**src/rtl/multi_precision_add_sequencer_pkg.sv**
```systemverilog
// Shared state encoding and sizing helpers for the slice-serial adder sequencer.
// Slice count and counter width are derived here so every file agrees on them.
package mpadd_pkg;

    typedef enum logic [1:0] {
        IDLE = 2'd0,
        RUN  = 2'd1,
        DONE = 2'd2
    } mpadd_state_t;

    function automatic int num_slices(input int n, input int s);
        return n / s;
    endfunction

    // A single-slice build still needs a one-bit counter.
    function automatic int cnt_width(input int k);
        return (k > 1) ? $clog2(k) : 1;
    endfunction

endpackage

```
**src/rtl/multi_precision_add_sequencer_if.sv**
```systemverilog
// Operand/result handshake bundle for the slice-serial adder; slave side is the sequencer.
// With MPADD_SUB_EN defined the producer also supplies a subtract request bit.
interface multi_precision_add_sequencer_if #(parameter int N = 128);

    logic         in_valid;
    logic         in_ready;
    logic [N-1:0] a;
    logic [N-1:0] b;
    logic         ci;
`ifdef MPADD_SUB_EN
    logic         sub;
`endif
    logic         out_valid;
    logic         out_ready;
    logic [N-1:0] c;
    logic         co;

    modport master (
`ifdef MPADD_SUB_EN
        output sub,
`endif
        output in_valid, a, b, ci, out_ready,
        input  in_ready, out_valid, c, co
    );

    modport slave (
`ifdef MPADD_SUB_EN
        input  sub,
`endif
        input  in_valid, a, b, ci, out_ready,
        output in_ready, out_valid, c, co
    );

endinterface

```
**src/rtl/multi_precision_add_sequencer_csa.sv**
```systemverilog
// Combinational carry-select adder: low half ripples, high half is precomputed for both carries.
// Zero latency; no flow control.
module StructuralCarrySelectAdd #(
    parameter int N = 32
) (
    input  logic [N-1:0] a,
    input  logic [N-1:0] b,
    input  logic         ci,
    output logic [N-1:0] s,
    output logic         co
);

    if (N < 2) begin : g_ripple
        assign {co, s} = {1'b0, a} + {1'b0, b} + {{N{1'b0}}, ci};
    end else begin : g_csel
        localparam int LO = N / 2;
        localparam int HI = N - LO;

        logic [LO:0] lo_sum;
        logic [HI:0] hi_c0;
        logic [HI:0] hi_c1;

        assign lo_sum = {1'b0, a[LO-1:0]} + {1'b0, b[LO-1:0]} + {{LO{1'b0}}, ci};
        assign hi_c0  = {1'b0, a[N-1:LO]} + {1'b0, b[N-1:LO]};
        assign hi_c1  = {1'b0, a[N-1:LO]} + {1'b0, b[N-1:LO]} + {{HI{1'b0}}, 1'b1};

        // The low half's carry-out picks which precomputed upper half is real.
        assign {co, s} = lo_sum[LO] ? {hi_c1, lo_sum[LO-1:0]} : {hi_c0, lo_sum[LO-1:0]};
    end

endmodule

```
**src/rtl/multi_precision_add_sequencer.sv**
```systemverilog
// N-bit add over one S-bit slice per cycle, LSB first; result valid K+1 cycles after accept,
// held stable under out_ready backpressure. MPADD_SUB_EN adds a subtract (a - b) request.
module multi_precision_add_sequencer
    import mpadd_pkg::*;
#(
    parameter int N = 128,
    parameter int S = 32
) (
    input  logic                           clk,
    input  logic                           rst,
    multi_precision_add_sequencer_if.slave bus
);

    localparam int K  = num_slices(N, S);
    localparam int CW = cnt_width(K);

    localparam logic [1:0] ST_IDLE = IDLE;
    localparam logic [1:0] ST_RUN  = RUN;
    localparam logic [1:0] ST_DONE = DONE;

    if (S < 1 || N < S || (N % S) != 0) begin : g_bad_cfg
        $error("multi_precision_add_sequencer: N must be a positive multiple of S");
    end

    logic [1:0]    state;
    logic [CW-1:0] cnt;
    logic          carry;
    logic [N-1:0]  a_q;
    logic [N-1:0]  b_q;
    logic [N-1:0]  c_q;
    logic          co_q;
    logic [S-1:0]  a_s;
    logic [S-1:0]  b_s;
    logic [S-1:0]  sum_s;
    logic          cout_s;
    logic          last;
    logic          sub_op;

`ifdef MPADD_SUB_EN
    assign sub_op = bus.sub;
`else
    assign sub_op = 1'b0;
`endif

    always_comb begin
        a_s = '0;
        b_s = '0;
        for (int k = 0; k < K; k++) begin
            if (cnt == CW'(k)) begin
                a_s = a_q[k*S +: S];
                b_s = b_q[k*S +: S];
            end
        end
    end

    assign last = (cnt == CW'(K - 1));

    StructuralCarrySelectAdd #(.N(S)) u_slice (
        .a  (a_s),
        .b  (b_s),
        .ci (carry),
        .s  (sum_s),
        .co (cout_s)
    );

    always_ff @(posedge clk) begin
        if (rst) begin
            state <= ST_IDLE;
            cnt   <= '0;
            carry <= 1'b0;
            a_q   <= '0;
            b_q   <= '0;
            c_q   <= '0;
            co_q  <= 1'b0;
        end else begin
            case (state)
                ST_IDLE: begin
                    if (bus.in_valid) begin
                        // Subtract is a + ~b + 1, so the forced carry replaces ci.
                        a_q   <= bus.a;
                        b_q   <= sub_op ? ~bus.b : bus.b;
                        carry <= sub_op | bus.ci;
                        cnt   <= '0;
                        state <= ST_RUN;
                    end
                end
                ST_RUN: begin
                    for (int k = 0; k < K; k++) begin
                        if (cnt == CW'(k)) begin
                            c_q[k*S +: S] <= sum_s;
                        end
                    end
                    carry <= cout_s;
                    cnt   <= last ? '0 : cnt + CW'(1);
                    if (last) begin
                        co_q  <= cout_s;
                        state <= ST_DONE;
                    end
                end
                ST_DONE: begin
                    if (bus.out_ready) begin
                        state <= ST_IDLE;
                    end
                end
                default: state <= ST_IDLE;
            endcase
        end
    end

    assign bus.in_ready  = (state == ST_IDLE) & ~rst;
    assign bus.out_valid = (state == ST_DONE);
    assign bus.c         = c_q;
    assign bus.co        = co_q;

endmodule

```
**src/flat_wrapper.sv**
```systemverilog
// flat-port wrapper written by rule: the top's interface ports become plain ports
module multi_precision_add_sequencer_flat import mpadd_pkg::*;
#(
    parameter int N = 128,
    parameter int S = 32
)
  (clk, rst, bus_in_valid, bus_a, bus_b, bus_ci, bus_out_ready, bus_in_ready, bus_out_valid, bus_c, bus_co);
  multi_precision_add_sequencer_if #(.N(N)) bus_i ();
  input  logic clk;
  input  logic rst;
  input wire logic [$bits(bus_i.in_valid)-1:0] bus_in_valid;
  input wire logic [$bits(bus_i.a)-1:0] bus_a;
  input wire logic [$bits(bus_i.b)-1:0] bus_b;
  input wire logic [$bits(bus_i.ci)-1:0] bus_ci;
  input wire logic [$bits(bus_i.out_ready)-1:0] bus_out_ready;
  output wire logic [$bits(bus_i.in_ready)-1:0] bus_in_ready;
  output wire logic [$bits(bus_i.out_valid)-1:0] bus_out_valid;
  output wire logic [$bits(bus_i.c)-1:0] bus_c;
  output wire logic [$bits(bus_i.co)-1:0] bus_co;
  assign bus_i.in_valid = bus_in_valid;
  assign bus_i.a = bus_a;
  assign bus_i.b = bus_b;
  assign bus_i.ci = bus_ci;
  assign bus_i.out_ready = bus_out_ready;
  assign bus_in_ready = bus_i.in_ready;
  assign bus_out_valid = bus_i.out_valid;
  assign bus_c = bus_i.c;
  assign bus_co = bus_i.co;
  multi_precision_add_sequencer #(.N(N), .S(S)) u_core (.clk(clk), .rst(rst), .bus(bus_i));
endmodule
```
**config.mk**
```make
export PLATFORM = sky130hd
export DESIGN_NAME = multi_precision_add_sequencer_flat
export DESIGN_NICKNAME = d
export VERILOG_FILES = /design/src/rtl/multi_precision_add_sequencer_pkg.sv /design/src/rtl/multi_precision_add_sequencer_if.sv /design/src/rtl/multi_precision_add_sequencer_csa.sv /design/src/rtl/multi_precision_add_sequencer.sv /design/src/flat_wrapper.sv
export SDC_FILE = /design/constraint.sdc
export NUM_CORES = 1
export LEC_CHECK = 0
export ABC_AREA = 0
export CORE_ASPECT_RATIO = 2
export CORE_MARGIN = 10
export CORE_UTILIZATION = 56
export CTS_BUF_LIST = sky130_fd_sc_hd__clkbuf_4 sky130_fd_sc_hd__clkbuf_8
export DETAILED_ROUTE_END_ITERATION = 10
export GPL_ROUTABILITY_DRIVEN = 1
export PLACE_DENSITY_LB_ADDON = 0.2
export SYNTH_ARGS = -nofsm -noshare
export SYNTH_HDL_FRONTEND = slang
export SYNTH_SLANG_ARGS = --single-unit
```
**constraint.sdc**
```tcl
create_clock -name clk -period 7.95 [get_ports clk]
set_input_delay 1.9875 -clock clk [delete_from_list [all_inputs] [get_ports clk]]
set_output_delay 1.9875 -clock clk [all_outputs]
set_load 0.005 [all_outputs]
```
==> qor.csv <==
metric,value,unit
status,"finished, final reports clean",
Netlist cell types,60,
post-synthesis sequential area ratio,0.448,
Total Routing Usage GR,0.292,
max_cap viols,0,
worst endpoint required time,8.45,ns
Slew Limit Fails,0,
row cnt,91,
Resized Gates After CTS,0,
initial antenna violation count,7,
Synth warnings,0,
GRT overflow,0,
Final Hold Fails,0,
post-detail-place hpwl,44700,microns
DR DRC count,0,
CTS Buf Count,52,
"top cells by area, synth","dfxtp_1 45%, nand2_1 17%, a21oi_1 13%",
Tmin final,5.51,ns
nets,2992,
global-route wire length before repair,90300,microns
Pwr Density,199,nW/um^2
RePlAce Congestion,0.955,
"commonest non-fill, non-tap cells in the layout","788 x nand2_1, 467 x a21oi_1, 390 x clkdlybuf4s50_1, 390 x dfxtp_1, 206 x nor2_1",
Setup CP Type,reg -> reg,
drt total wl,59700,microns
switching pwr,0.00124,W
Synth Register Bits,390,
Root Buffer,clkbuf_8,
via count,17497,
Post-CTS Setup Bufs,0,
Synth area leader,dfxtp_1,
drt first-iter violations,1452,
Synth Instances,2415,
Pint,0.00324,W
pin count of the biggest net entering global routing,207,
vias per cell,5.63,
layout cells sized above 1,0.0451,
Core Area,30700,sq um
Post-synth EDFFs,0,
Die Height,270,microns
part of the power in registers,0.471,
crit end category,flop,
per-cell routed wire length,19.2,microns
htree depth,2,
clock slew at reported path FFs,0.07,ns
startpoint class of the critical path,flop,
Slew @ Worst Pin,1.22,ns
Ports,392,
# hold bufs at CTS,0,
post-synth top area share,0.448,
Max Clock Freq,0.181,GHz
die area,39000,sq um
Pre-Repair DR Iteration Count,6,
# setup viols final,0,
skew final,0.0290,ns
die width,145,microns
setup TNS,0,ns
Hold WC Path Type,reg -> reg,
Leakage,8.35,nW
Max-slew headroom,0.185,
final worst path period share,0.694,
deepest clock path buffer count,3,
maximum VDD drop,148,uV
"commonest non-fill, non-tap cell in the layout",nand2_1,
CTS tree,done,
CP arrival,6.02,ns
Clock Latency Late Sink,0.61,ns
Util after Layout,0.729,
vias in the first global route,16854,
Post-Synthesis Cell Area,17400,sq um
Synth Area per Inst,7.22,sq um
antenna-violating nets left,0,
fraction of registers with async set/reset,0,
initial core utilization,0.567,
Logic pwr share,0.168,
RSZ-0062 raised after global routing,no,
Port Buffers,391,
ys flop type,dfxtp_1,
Clock Power Share,0.361,
Syn Nets,2715,
CP Max Fanout,67,
Sink Count,390,
area grow syn2layout,28.7,%
Sw Ratio,0.276,
-- final timing paths --
kind | end | slack [ns] | cells past startpoint | from
setup reg to reg | u_core.carry | 2.44 | 17 | u_core.cnt[0]
hold / removal | u_core.bus.c[68] | 0.45 | 2 | u_core.bus.c[68]
hold reg to reg | u_core.bus.c[68] | 0.45 | 2 | u_core.bus.c[68]
setup / recovery | u_core.carry | 2.44 | 17 | u_core.cnt[0]
-- registers in the layout, summed over array words and instances, names as in the netlist --
register and cells:
u_core.b_q 128, u_core.carry 1, u_core.bus.c 128, u_core.cnt 2
u_core.state 2, u_core.a_q 128, u_core.bus.co 1
-- stage by stage --
step	instances	hold WS, ns	area (sq um)	total power [W]	setup slack, ns
6_report	3106	0.454	22400	0.00447	2.44
5_1_grt	3106	0.468	22400	0.00464	2.01
2_1_floorplan	2415	0.437	17400	0.00256	3.07
3_5_place_dp	3010	0.446	21300	0.00289	2.54
4_1_cts	3100	0.455	22400	0.00449	2.52
3_3_place_gp	3010	0.441	21300	0.00287	2.57
-- synthesized netlist by cell type (all sizes together) (2+ instances only) --
| library cell | n |
|---|---|
| clkbuf | 167 |
| nand4 | 5 |
| a21o | 10 |
| nand2 | 788 |
| o2111ai | 4 |
| or3 | 4 |
| and3 | 5 |
| a221oi | 2 |
| inv | 12 |
| a22oi | 3 |
| and4 | 2 |
| nand3 | 9 |
| a31oi | 6 |
| a211oi | 57 |
| nand2b | 7 |
| nor2b | 10 |
| mux2i | 2 |
| or2 | 2 |
| ha | 36 |
| nor3 | 21 |
| o21ai | 77 |
| xnor2 | 21 |
| and2 | 4 |
| fa | 3 |
| o21a | 9 |
| a211o | 6 |
| a2111oi | 3 |
| nor4 | 4 |
| dfxtp | 390 |
| nand3b | 6 |
| buf | 15 |
| a21oi | 467 |
| nor2 | 207 |
| o31ai | 7 |
| o211ai | 10 |
| xor2 | 13 |
| o21bai | 5 |
| a21boi | 2 |
-- cells by family (layout without fill, tap and decap cells) --
| group | after synthesis | in the layout | synth area share |
|---|---|---|---|
| AO/OA/AOI/OAI | 678 | 678 | 0.218 |
| XOR/XNOR | 34 | 34 | 0.0175 |
| adder cells (fa/ha/maj) | 39 | 39 | 0.0293 |
| buffers and inverters | 194 | 507 | 0.0419 |
| flip-flops | 390 | 390 | 0.448 |
| multiplexers | 2 | 2 | 0.00115 |
| other | 0 | 6 | 0 |
| AND/OR/NAND/NOR | 1078 | 1078 | 0.244 |
-- area by class of cell --
| class | count | area (sq um) |
|---|---|---|
| fillers | 2544 | 8320 |
| diodes | 6 | 15.0 |
| clock inverters | 12 | 145 |
| multi-input cells | 1831 | 8940 |
| clock buffers | 78 | 967 |
| repair buffers | 405 | 4040 |
| flip-flops and latches | 390 | 7810 |
| inverters | 12 | 45.0 |
| well taps | 372 | 465 |
-- layer usage --
metal / vias to the layer above / GRT usage / part of all wire
li1: 8602 / - / -
met1: 8002 / 0.309 / 0.36
met2: 725 / 0.523 / 0.52
met3: 168 / 0.0519 / 0.066
met4: 0 / 0.163 / 0.057
met5: - / 0 / 0
-- power by group through the flow --
stage / Sequential (W) / Combinational, W / Clock [W]
after global routing: 0.00212 / 0.000821 / 0.00170
final: 0.00211 / 0.000750 / 0.00161
after detailed placement: 0.00215 / 0.000741 / 0
after CTS: 0.00211 / 0.000745 / 0.00164
after floorplan: 0.00214 / 0.000425 / 0
after global placement: 0.00215 / 0.000729 / 0
-- worst max-delay path: stages, from the launching register on --
cell and delay [ns]:
dfxtp_1 0.50, ha_4 0.62, buf_4 0.62, nor2_1 0.11
a21oi_1 0.14, nor2_1 0.06, a21oi_1 0.16, o21ai_0 0.10
ha_1 0.26, fa_1 0.44, a211o_1 0.36, a211o_1 0.32
a2111oi_0 0.39, nor3_1 0.17, xnor2_2 0.19, nor4_1 0.68
nand2b_1 0.21, nand3_1 0.07
No activity file was read; power rests on OpenSTA's default activity.
